$ cat src/rtl/step_main_pkg.sv
// Shared constants for the single-step teaching CPU: opcodes, display selects, program ROM.
package step_main_pkg;

   localparam logic [2:0] OP_NOP  = 3'b000;
   localparam logic [2:0] OP_LDI  = 3'b001;
   localparam logic [2:0] OP_ADDI = 3'b010;
   localparam logic [2:0] OP_SUBI = 3'b011;
   localparam logic [2:0] OP_ST   = 3'b100;
   localparam logic [2:0] OP_LD   = 3'b101;
   localparam logic [2:0] OP_JZ   = 3'b110;
   localparam logic [2:0] OP_JMP  = 3'b111;

   localparam logic [2:0] SEL_ACC  = 3'd0;
   localparam logic [2:0] SEL_PC   = 3'd1;
   localparam logic [2:0] SEL_IR   = 3'd2;
   localparam logic [2:0] SEL_FLAG = 3'd3;
   localparam logic [2:0] SEL_R0   = 3'd4;
   localparam logic [2:0] SEL_R1   = 3'd5;
   localparam logic [2:0] SEL_R2   = 3'd6;
   localparam logic [2:0] SEL_CNT  = 3'd7;

   // Count 5 down to 0 in R0/ACC, then park in a self-loop at address 7.
   localparam logic [7:0] ROM [16] = '{
      8'h25, 8'h80, 8'h61, 8'hC5, 8'hE2, 8'h81, 8'h5F, 8'hE7,
      8'h00, 8'h00, 8'h00, 8'h00, 8'h00, 8'h00, 8'h00, 8'h00
   };

endpackage

$ cat src/rtl/step_main_btn.sv
// Button synchronizer + debouncer producing a one-cycle step pulse per press; pulse lags the pin by ~DEBOUNCE_CYCLES+3.
// AUTO_REPEAT_EN: while held, also pulse every AUTO_PERIOD cycles.
module btn_debounce #(
   parameter int unsigned DEBOUNCE_CYCLES = 1000000,
   parameter int unsigned AUTO_PERIOD     = 25000000
) (
   input  logic clk_i,
   input  logic rst_ni,
   input  logic btn_i,
   output logic step_o
);
   localparam int unsigned CW = $clog2(DEBOUNCE_CYCLES + 1);

   logic          sync1_q, sync2_q;
   logic          level_q, level_d, prev_q;
   logic [CW-1:0] cnt_q, cnt_d;
   logic          rise;

   always_comb begin
      level_d = level_q;
      cnt_d   = '0;
      if (sync2_q != level_q) begin
         if (cnt_q == CW'(DEBOUNCE_CYCLES - 1)) begin
            level_d = sync2_q;
         end else begin
            cnt_d = cnt_q + 1'b1;
         end
      end
   end

   always_ff @(posedge clk_i or negedge rst_ni) begin
      if (!rst_ni) begin
         sync1_q <= 1'b0;
         sync2_q <= 1'b0;
         level_q <= 1'b0;
         prev_q  <= 1'b0;
         cnt_q   <= '0;
      end else begin
         sync1_q <= btn_i;
         sync2_q <= sync1_q;
         level_q <= level_d;
         prev_q  <= level_q;
         cnt_q   <= cnt_d;
      end
   end

   assign rise = level_q & ~prev_q;

`ifdef AUTO_REPEAT_EN
   localparam int unsigned PW = $clog2(AUTO_PERIOD + 1);
   logic [PW-1:0] per_q, per_d;
   logic          fire;

   assign fire = level_q & prev_q & (per_q == PW'(AUTO_PERIOD - 1));

   always_comb begin
      per_d = per_q + 1'b1;
      if (!level_q || rise || fire) per_d = '0;
   end

   always_ff @(posedge clk_i or negedge rst_ni) begin
      if (!rst_ni) per_q <= '0;
      else         per_q <= per_d;
   end

   assign step_o = rise | fire;
`else
   assign step_o = rise;
`endif

endmodule

$ cat src/rtl/step_main.sv
// Board top: 8-bit accumulator CPU stepping through a 16-word ROM once per debounced button press.
// State updates the cycle after the step pulse; LED is the registered SW-selected view one cycle later.
module step_main
   import step_main_pkg::*;
#(
   parameter int unsigned DEBOUNCE_CYCLES = 1000000,
   parameter int unsigned AUTO_PERIOD     = 25000000
) (
   input  logic       clk_100,
   input  logic       rst,
   input  logic       Step_BTN,
   input  logic [2:0] SW,
   output logic [7:0] LED
);
   logic       step;
   logic [7:0] acc_q, acc_d;
   logic [3:0] pc_q, pc_d;
   logic       z_q, z_d, c_q, c_d;
   logic [7:0] cnt_q, cnt_d;
   logic [7:0] regs_q [8];
   logic       reg_we;
   logic [7:0] led_q, led_d;
   logic [7:0] ir;
   logic [2:0] op;
   logic [4:0] imm;
   logic [8:0] sum;

   btn_debounce #(
      .DEBOUNCE_CYCLES(DEBOUNCE_CYCLES),
      .AUTO_PERIOD    (AUTO_PERIOD)
   ) u_btn (
      .clk_i (clk_100),
      .rst_ni(rst),
      .btn_i (Step_BTN),
      .step_o(step)
   );

   assign ir  = ROM[pc_q];
   assign op  = ir[7:5];
   assign imm = ir[4:0];
   assign sum = {1'b0, acc_q} + {4'b0, imm};

   always_comb begin
      acc_d  = acc_q;
      pc_d   = pc_q;
      z_d    = z_q;
      c_d    = c_q;
      cnt_d  = cnt_q;
      reg_we = 1'b0;
      if (step) begin
         pc_d  = pc_q + 4'd1;
         cnt_d = cnt_q + 8'd1;
         unique case (op)
            OP_LDI:  acc_d = {3'b0, imm};
            OP_ADDI: {c_d, acc_d} = sum;
            OP_SUBI: begin
               acc_d = acc_q - {3'b0, imm};
               c_d   = acc_q < {3'b0, imm};
            end
            OP_ST:   reg_we = 1'b1;
            OP_LD:   acc_d = regs_q[imm[2:0]];
            OP_JZ:   if (z_q) pc_d = imm[3:0];
            OP_JMP:  pc_d = imm[3:0];
            default: ;
         endcase
         // Z tracks only the instructions that write ACC.
         if (op == OP_LDI || op == OP_ADDI || op == OP_SUBI || op == OP_LD) z_d = (acc_d == 8'd0);
      end
   end

   always_comb begin
      led_d = 8'd0;
      unique case (SW)
         SEL_ACC:  led_d = acc_q;
         SEL_PC:   led_d = {4'b0, pc_q};
         SEL_IR:   led_d = ir;
         SEL_FLAG: led_d = {6'b0, c_q, z_q};
         SEL_R0:   led_d = regs_q[0];
         SEL_R1:   led_d = regs_q[1];
         SEL_R2:   led_d = regs_q[2];
         SEL_CNT:  led_d = cnt_q;
         default:  led_d = 8'd0;
      endcase
   end

   always_ff @(posedge clk_100 or negedge rst) begin
      if (!rst) begin
         acc_q <= 8'd0;
         pc_q  <= 4'd0;
         z_q   <= 1'b0;
         c_q   <= 1'b0;
         cnt_q <= 8'd0;
         led_q <= 8'd0;
         for (int i = 0; i < 8; i++) regs_q[i] <= 8'd0;
      end else begin
         acc_q <= acc_d;
         pc_q  <= pc_d;
         z_q   <= z_d;
         c_q   <= c_d;
         cnt_q <= cnt_d;
         led_q <= led_d;
         if (reg_we) regs_q[imm[2:0]] <= acc_q;
      end
   end

   assign LED = led_q;

endmodule

$ cat config.mk
export PLATFORM = sky130hd
export DESIGN_NAME = step_main
export DESIGN_NICKNAME = d
export VERILOG_FILES = /design/src/rtl/step_main_pkg.sv /design/src/rtl/step_main_btn.sv /design/src/rtl/step_main.sv
export SDC_FILE = /design/constraint.sdc
export NUM_CORES = 1
export LEC_CHECK = 0
export CORE_UTILIZATION = 61
export DETAILED_ROUTE_END_ITERATION = 12
export PLACE_DENSITY_LB_ADDON = 0.08
export SETUP_SLACK_MARGIN = 0.2
export SYNTH_ARGS = -nofsm -noshare
export SYNTH_HDL_FRONTEND = slang
export SYNTH_HIERARCHICAL = 1
export SYNTH_SLANG_ARGS = --single-unit
$ cat constraint.sdc
create_clock -name clk_100 -period 5.2 [get_ports clk_100]
set_input_delay 1.04 -clock clk_100 [delete_from_list [all_inputs] [get_ports clk_100]]
set_output_delay 1.04 -clock clk_100 [all_outputs]
set_load 0.02 [all_outputs]
==> Yosys cells after proc, flatten, opt, wreduce, memory -nomap -nowiden <==
Memory sizes are Yosys's and may differ from the RTL's.
Cells that the tools add are included.
{ "word_totals": {"regBits": 118, "mem_bits_ro": 128, "word_cells": 77, "out_inout_bits": 8, "in_bits": 6, "mem_count": 1} }
{ "memory_table": {"columns": ["name", "depth", "width", "rd", "rd_clocked_by_memory_dff", "wr", "line", "rtl"], "rows": [
  ["(no name shown)", 16, 8, 1, 0, 0, "step_main.sv:38", "assign ir = ROM[pc_q];"]
]} }
{ "op_classes": {"n_reduce_logical": 10, "eq_ne": 16, "bitwise": 4, "mux": 18, "add_sub_neg": 5, "n_lt_le_gt_ge": 4} }
{ "ops": {"columns": ["cell", "count"], "rows": [
  ["$bwmux 64", 1],
  ["$pmux 8 s8", 1],
  ["$mux 8", 6],
  ["$mux 20", 2],
  ["$pmux 8 s4", 1],
  ["$bmux 8 s3", 1],
  ["$demux 8 s3", 1],
  ["$eq 3x3->1 const B", 8],
  ["$add 20x1->20 const B", 1],
  ["$eq 20x20->1 const B", 1],
  ["$eq 3x2->1 const B", 4],
  ["$add 8x5->9", 1],
  ["$add 8x1->8 const B", 1],
  ["$logic_not 8->1", 1],
  ["$lt 8x5->1", 1],
  ["$pmux 4 s2", 1],
  ["$sub 8x5->8", 1],
  ["$eq 3x1->1 const B", 2],
  ["$reduce_and 2->1", 3],
  ["$ge 5x5->1 const B", 1],
  ["$not 4->5", 1],
  ["$add 4x1->4 const B", 1],
  ["$ge 4x4->1 const B", 1],
  ["$lt 4x1->1 const B", 1],
  ["other kinds (11)", 14]
]} }

==> Logic depth before layout (Yosys ltp) <==
{ "logic_depth": {"word_depth": 11, "ltp_mapped": 17, "mapped_depth_nobuf": 15} }

==> Hierarchy <==
Netlist, hierarchy kept.
{ "modules_own_cells": {"columns": ["module", "area_per_inst_um2", "instances", "seq_area_each_um2", "cells_per_inst"], "rows": [
  ["step_main", 4292.9, 1, 1751.7, 419],
  ["btn_debounce", 1146.1, 1, 600.6, 108]
]} }

==> Worst setup path after synthesis <==
Ideal clock, no wire load.
{ "synth_timing": {"path_type": "register to register", "startpoint": "reg pc_q[1]", "endpoint": "reg z_q", "required_ns": 5.097, "path_buffers": 2, "arrival_ns": 3.522, "path_slack_ns": 1.574, "setup_time_ns": 0.103, "path_stages_with_launch": 16, "synth_period_minus_slack_ns": 3.626, "path_cell_list": "dfrtp_1 > buf_2 > inv_1 > ha_1 > buf_2 > or2_1 > a21oi_1 > inv_1 > ha_1 > nand3_1 > a21boi_0 > or4_1 > o211a_1 > nand3_1 > or4_1 > o41ai_2"} }
{ "synth_between": {"elab_chain_len": 11, "elab_cells_between_ends": 21, "classes_between": "2 x add/sub; 4 x eq/ne; 7 x mux; 2 x bitwise; 5 x reduce/logical; 1 x memory"} }
{ "synth_rtl": {"columns": ["element", "line", "rtl"], "rows": [
  ["start: declaration", "step_main.sv:17", "logic [3:0] pc_q, pc_d;"],
  ["start signal: assignment", "step_main.sv:97", "pc_q <= pc_d;"],
  ["$not 4->5 (implied by the code) (*)", "step_main.sv:38", null],
  ["$mem_v2 16x8 (*)", null, null],
  ["$mux 8 (implied by the code) (*) (2 in series)", "step_main.sv:38", null],
  ["parallel branches: the longest is 7 deep, another holds $sub 8x5->8", null, null],
  ["end signal: assignment", "step_main.sv:98", "z_q <= z_d;"],
  ["end: declaration", "step_main.sv:18", "logic z_q, z_d, c_q, c_d;"]
]} }
Mark *: on every way between the ends. The select of a mux whose other input is x is not followed.
A chain may end at the register's enable or synchronous reset.

==> Worst setup path after layout <==
{ "layout_timing": {"startpoint": "reg pc_q[0]", "endpoint": "reg z_q"} }
The elaborated chain is that of the path after synthesis.

==> results.yml <==
outcome:
  status: "complete, no violations"
global_route:
  track_usage_pct: 28.9
  overflow: 0
  antenna_found_initial: 0
  grt_max_degree: 68
  grt_pass1_vias: 3780
  grt_pass1_wl_mm: 19.8
floorplanning:
  rows: 34
  die-area_um2: 9300
  core_area_um2: 8680
  initial_core_util_pct: 62.7
  die_w_um: 96.4
  die_h_um: 96.4
  io_pins: 14
sta:
  period_minus_slack_ns: 4.19
  rsz0062_at_grt: "false"
  hold_viol: 0
  drv_slew: 0
  final.setup.tns_ns: 0
  fin_skew_ns: 0.0169
  timing.final.crit_share_pct: 80.5
  max_freq_mhz: 239
  maxSlewHeadroom_pct: 30.5
  tightest_slew_ns: 1.03
  setup_viol: 0
pwr:
  pwr-share-comb_pct: 4.5
  intPower_mw: 0.935
  pwr-share-clk_pct: 36.5
  p_switching_mw: 0.316
  seqPwrFrac_pct: 59.0
  powerDensity_nw_per_um2: 217
  ir_drop_mv: 0.170
  switching_share_pct: 25.2
  p_leak_nw: 2.56
placement:
  gp_congestion: 0.991
  dp_hpwl_mm: 9.00
  io_buffer_count: 13
routing:
  vias: 4159
  drc_errors: 0
  drtPass1Iterations: 5
  wl_per_cell_um: 20.0
  wl_mm: 12.7
  first_iter_violations: 320
  detail-route-antenna-nets: 0
  viasPerCell: 6.55
synthesis:
  synth_top_area_share_pct: 43.2
  yosys_warnings: 6
  ys.flop_type: "dfrtp_1"
  async_flop_share_pct: 100
  yosysUniqueCellTypes: 78
  synthCells: 527
  synth-seq-cells: 94
  syn_area_um2: 5440
  synthTopCellsByArea: "dfrtp_1 43%, mux2_2 8.1%, ha_1 4.1%"
  synth_nets: 552
  synth-edff-count: 0
  yosys.area.top_type: "dfrtp_1"
  ys_seq_area_share_pct: 43.2
  synth_area_per_cell_um2: 10.3
clock_tree:
  cts_hold_buf: 0
  htreeDepth: 3
  postCtsSetupBuffers: 0
  cts_made_buffers: 9
  clockBufferDepth: 2
  clk_pin_slew_ns: 0.10
  cts_resized: 0
  clockRootBuffer: "clkbuf_8"
  insertion_delay_ns: 0.38
  cts_num_sinks: 94
  cts_tree: "built"
layout:
  nNetsFinal: 547
  final_util_pct: 66.3
  drive_above_1_share_pct: 15.7
  fill_cells: 701
  insertedDiodeCount: 0
  area_growth_syn_to_layout_pct: 5.87
setup_path:
  cp.arrival_ns: 4.45
  critical_path_class: "flip-flop to flip-flop"
  required_ns: 5.46
  startpoint_type: "flip-flop"
  cp-end-kind: "flip-flop"
  crit_fanout: 11
job:
  maxCapViolations: 0
worst_hold_path:
  min_path_type: "flip-flop to flip-flop"
==> power groups by stage <==
stage	combinational, mW	clock, mW	sequential (mW)
floorplan	0.0234	0	0.756
global placement	0.0572	0	0.753
detailed placement	0.0573	0	0.753
CTS	0.0573	0.461	0.739
global route	0.0634	0.491	0.740
finish	0.0563	0.456	0.738
==> final cells by class <==
cell class | count | area (µm²) | share of cell area, %
inverter | 14 | 52.6 | 0.913
timing repair buffer | 17 | 158 | 2.74
clock buffer | 10 | 128 | 2.22
tap | 108 | 135 | 2.35
multi-input combinational | 386 | 2880 | 50.0
sequential | 94 | 2350 | 40.9
clock inverter | 6 | 52.6 | 0.913
==> metrics by stage <==
stage / power (mW) / cells / setup slack [ns] / area, µm² / hold slack [ns]
after floorplan: 0.780 / 527 / 1.57 / 5440 / 0.331
after global placement: 0.810 / 619 / 1.31 / 5580 / 0.334
after detailed placement: 0.810 / 619 / 1.14 / 5580 / 0.350
after CTS: 1.26 / 635 / 1.05 / 5760 / 0.375
after global routing: 1.29 / 635 / 0.691 / 5760 / 0.378
final: 1.25 / 635 / 1.01 / 5760 / 0.367
==> metal layers <==
layer / wire, µm / up-vias / share of wire, % / GRT usage, %
li1: - / 1918 / - / -
met5: 0 / - / 0 / 0
met3: 579 / 26 / 4.6 / 4.85
met2: 6320 / 141 / 50 / 47.7
met4: 273 / 0 / 2.1 / 10.7
met1: 5530 / 2074 / 44 / 38.5
==> worst max-delay path, stage by stage (launching register included) <==
cell and delay [ns]:
dfrtp_1 0.51, inv_1 0.20, ha_1 0.48, or2_1 0.30, a21oi_1 0.36, inv_1 0.15
ha_1 0.41, nand3_1 0.12, a21boi_0 0.37, or4_1 0.17, o211a_1 0.13, nand3_1 0.09
or4_1 0.56, o41ai_2 0.22
==> final timing paths <==
path / startpoint / slack, ns / cells after the start / to
min in group asynchronous: rst / 0.75 / 1 / pc_q[0]
max: pc_q[0] / 1.01 / 13 / z_q
max reg2reg: pc_q[0] / 1.01 / 13 / z_q
min reg2reg: u_btn/sync1_q / 0.37 / 0 / u_btn/sync2_q
max in group asynchronous: rst / 3.53 / 2 / regs_q[20]
min: u_btn/sync1_q / 0.37 / 0 / u_btn/sync2_q
==> cells in the mapped netlist (4+ instances only) <==
| cell type | number |
|---|---|
| o21a_1 | 4 |
| nand4_1 | 4 |
| nor2b_1 | 7 |
| and4_1 | 4 |
| o31ai_1 | 4 |
| o221ai_1 | 9 |
| mux2_2 | 39 |
| nand3b_1 | 5 |
| o21ai_0 | 29 |
| nor2_1 | 35 |
| clkbuf_1 | 18 |
| or4_1 | 5 |
| xnor2_1 | 10 |
| inv_1 | 13 |
| nand3_1 | 18 |
| nor3_1 | 7 |
| a21o_1 | 5 |
| nor2_2 | 4 |
| or3_1 | 9 |
| mux2i_1 | 10 |
| buf_2 | 9 |
| xor2_1 | 13 |
| ha_1 | 18 |
| a21oi_1 | 28 |
| nand2b_1 | 8 |
| dfrtp_1 | 94 |
| or2_2 | 4 |
| and3_1 | 6 |
| o22ai_1 | 7 |
| nand2_1 | 30 |
| buf_1 | 4 |
==> placed cells by master, fill, tap and decap left out, types with 4 or more instances in the layout <==
cell type | Yosys | routed
nand3_1 | 18 | 18
nor2_1 | 35 | 35
nand2b_1 | 8 | 8
and3_1 | 6 | 6
xnor2_1 | 10 | 10
mux2_2 | 39 | 39
o21a_1 | 4 | 4
nand2_1 | 30 | 30
o22ai_1 | 7 | 7
or4_1 | 5 | 5
nand3b_1 | 5 | 5
a21o_1 | 5 | 5
clkbuf_8 | 0 | 9
clkdlybuf4s50_1 | 0 | 12
nand4_1 | 4 | 4
inv_1 | 13 | 13
dfrtp_1 | 94 | 94
a21oi_1 | 28 | 28
ha_1 | 18 | 18
buf_4 | 0 | 5
nor2b_1 | 7 | 7
mux2i_1 | 10 | 10
xor2_1 | 13 | 13
o21ai_0 | 29 | 29
and4_1 | 4 | 4
nor2_2 | 4 | 4
o31ai_1 | 4 | 4
o221ai_1 | 9 | 9
or2_2 | 4 | 4
or3_1 | 9 | 9
nor3_1 | 7 | 7
==> sequential cells by signal, indices dropped and copies added (netlist names) <==
register	count
regs_q	40
u_btn/cnt_q	20
LED	8
acc_q	8
cnt_q	8
pc_q	4
c_q	1
u_btn/level_q	1
u_btn/prev_q	1
u_btn/sync1_q	1
u_btn/sync2_q	1
z_q	1
==> cell families (layout without fill, tap and decap cells) <==
logic type / Yosys count / after routing / synth area share [%]
adder cells (fa/ha/maj): 19 / 19 / 4.51
AND/OR/NAND/NOR: 166 / 166 / 16.8
AO/OA/AOI/OAI: 125 / 125 / 16.3
XOR/XNOR: 23 / 23 / 3.70
multiplexers: 53 / 53 / 11.6
buffers and inverters: 47 / 47 / 3.80
flip-flops: 94 / 94 / 43.2
Note: power is estimated with default switching activity, not from simulation.
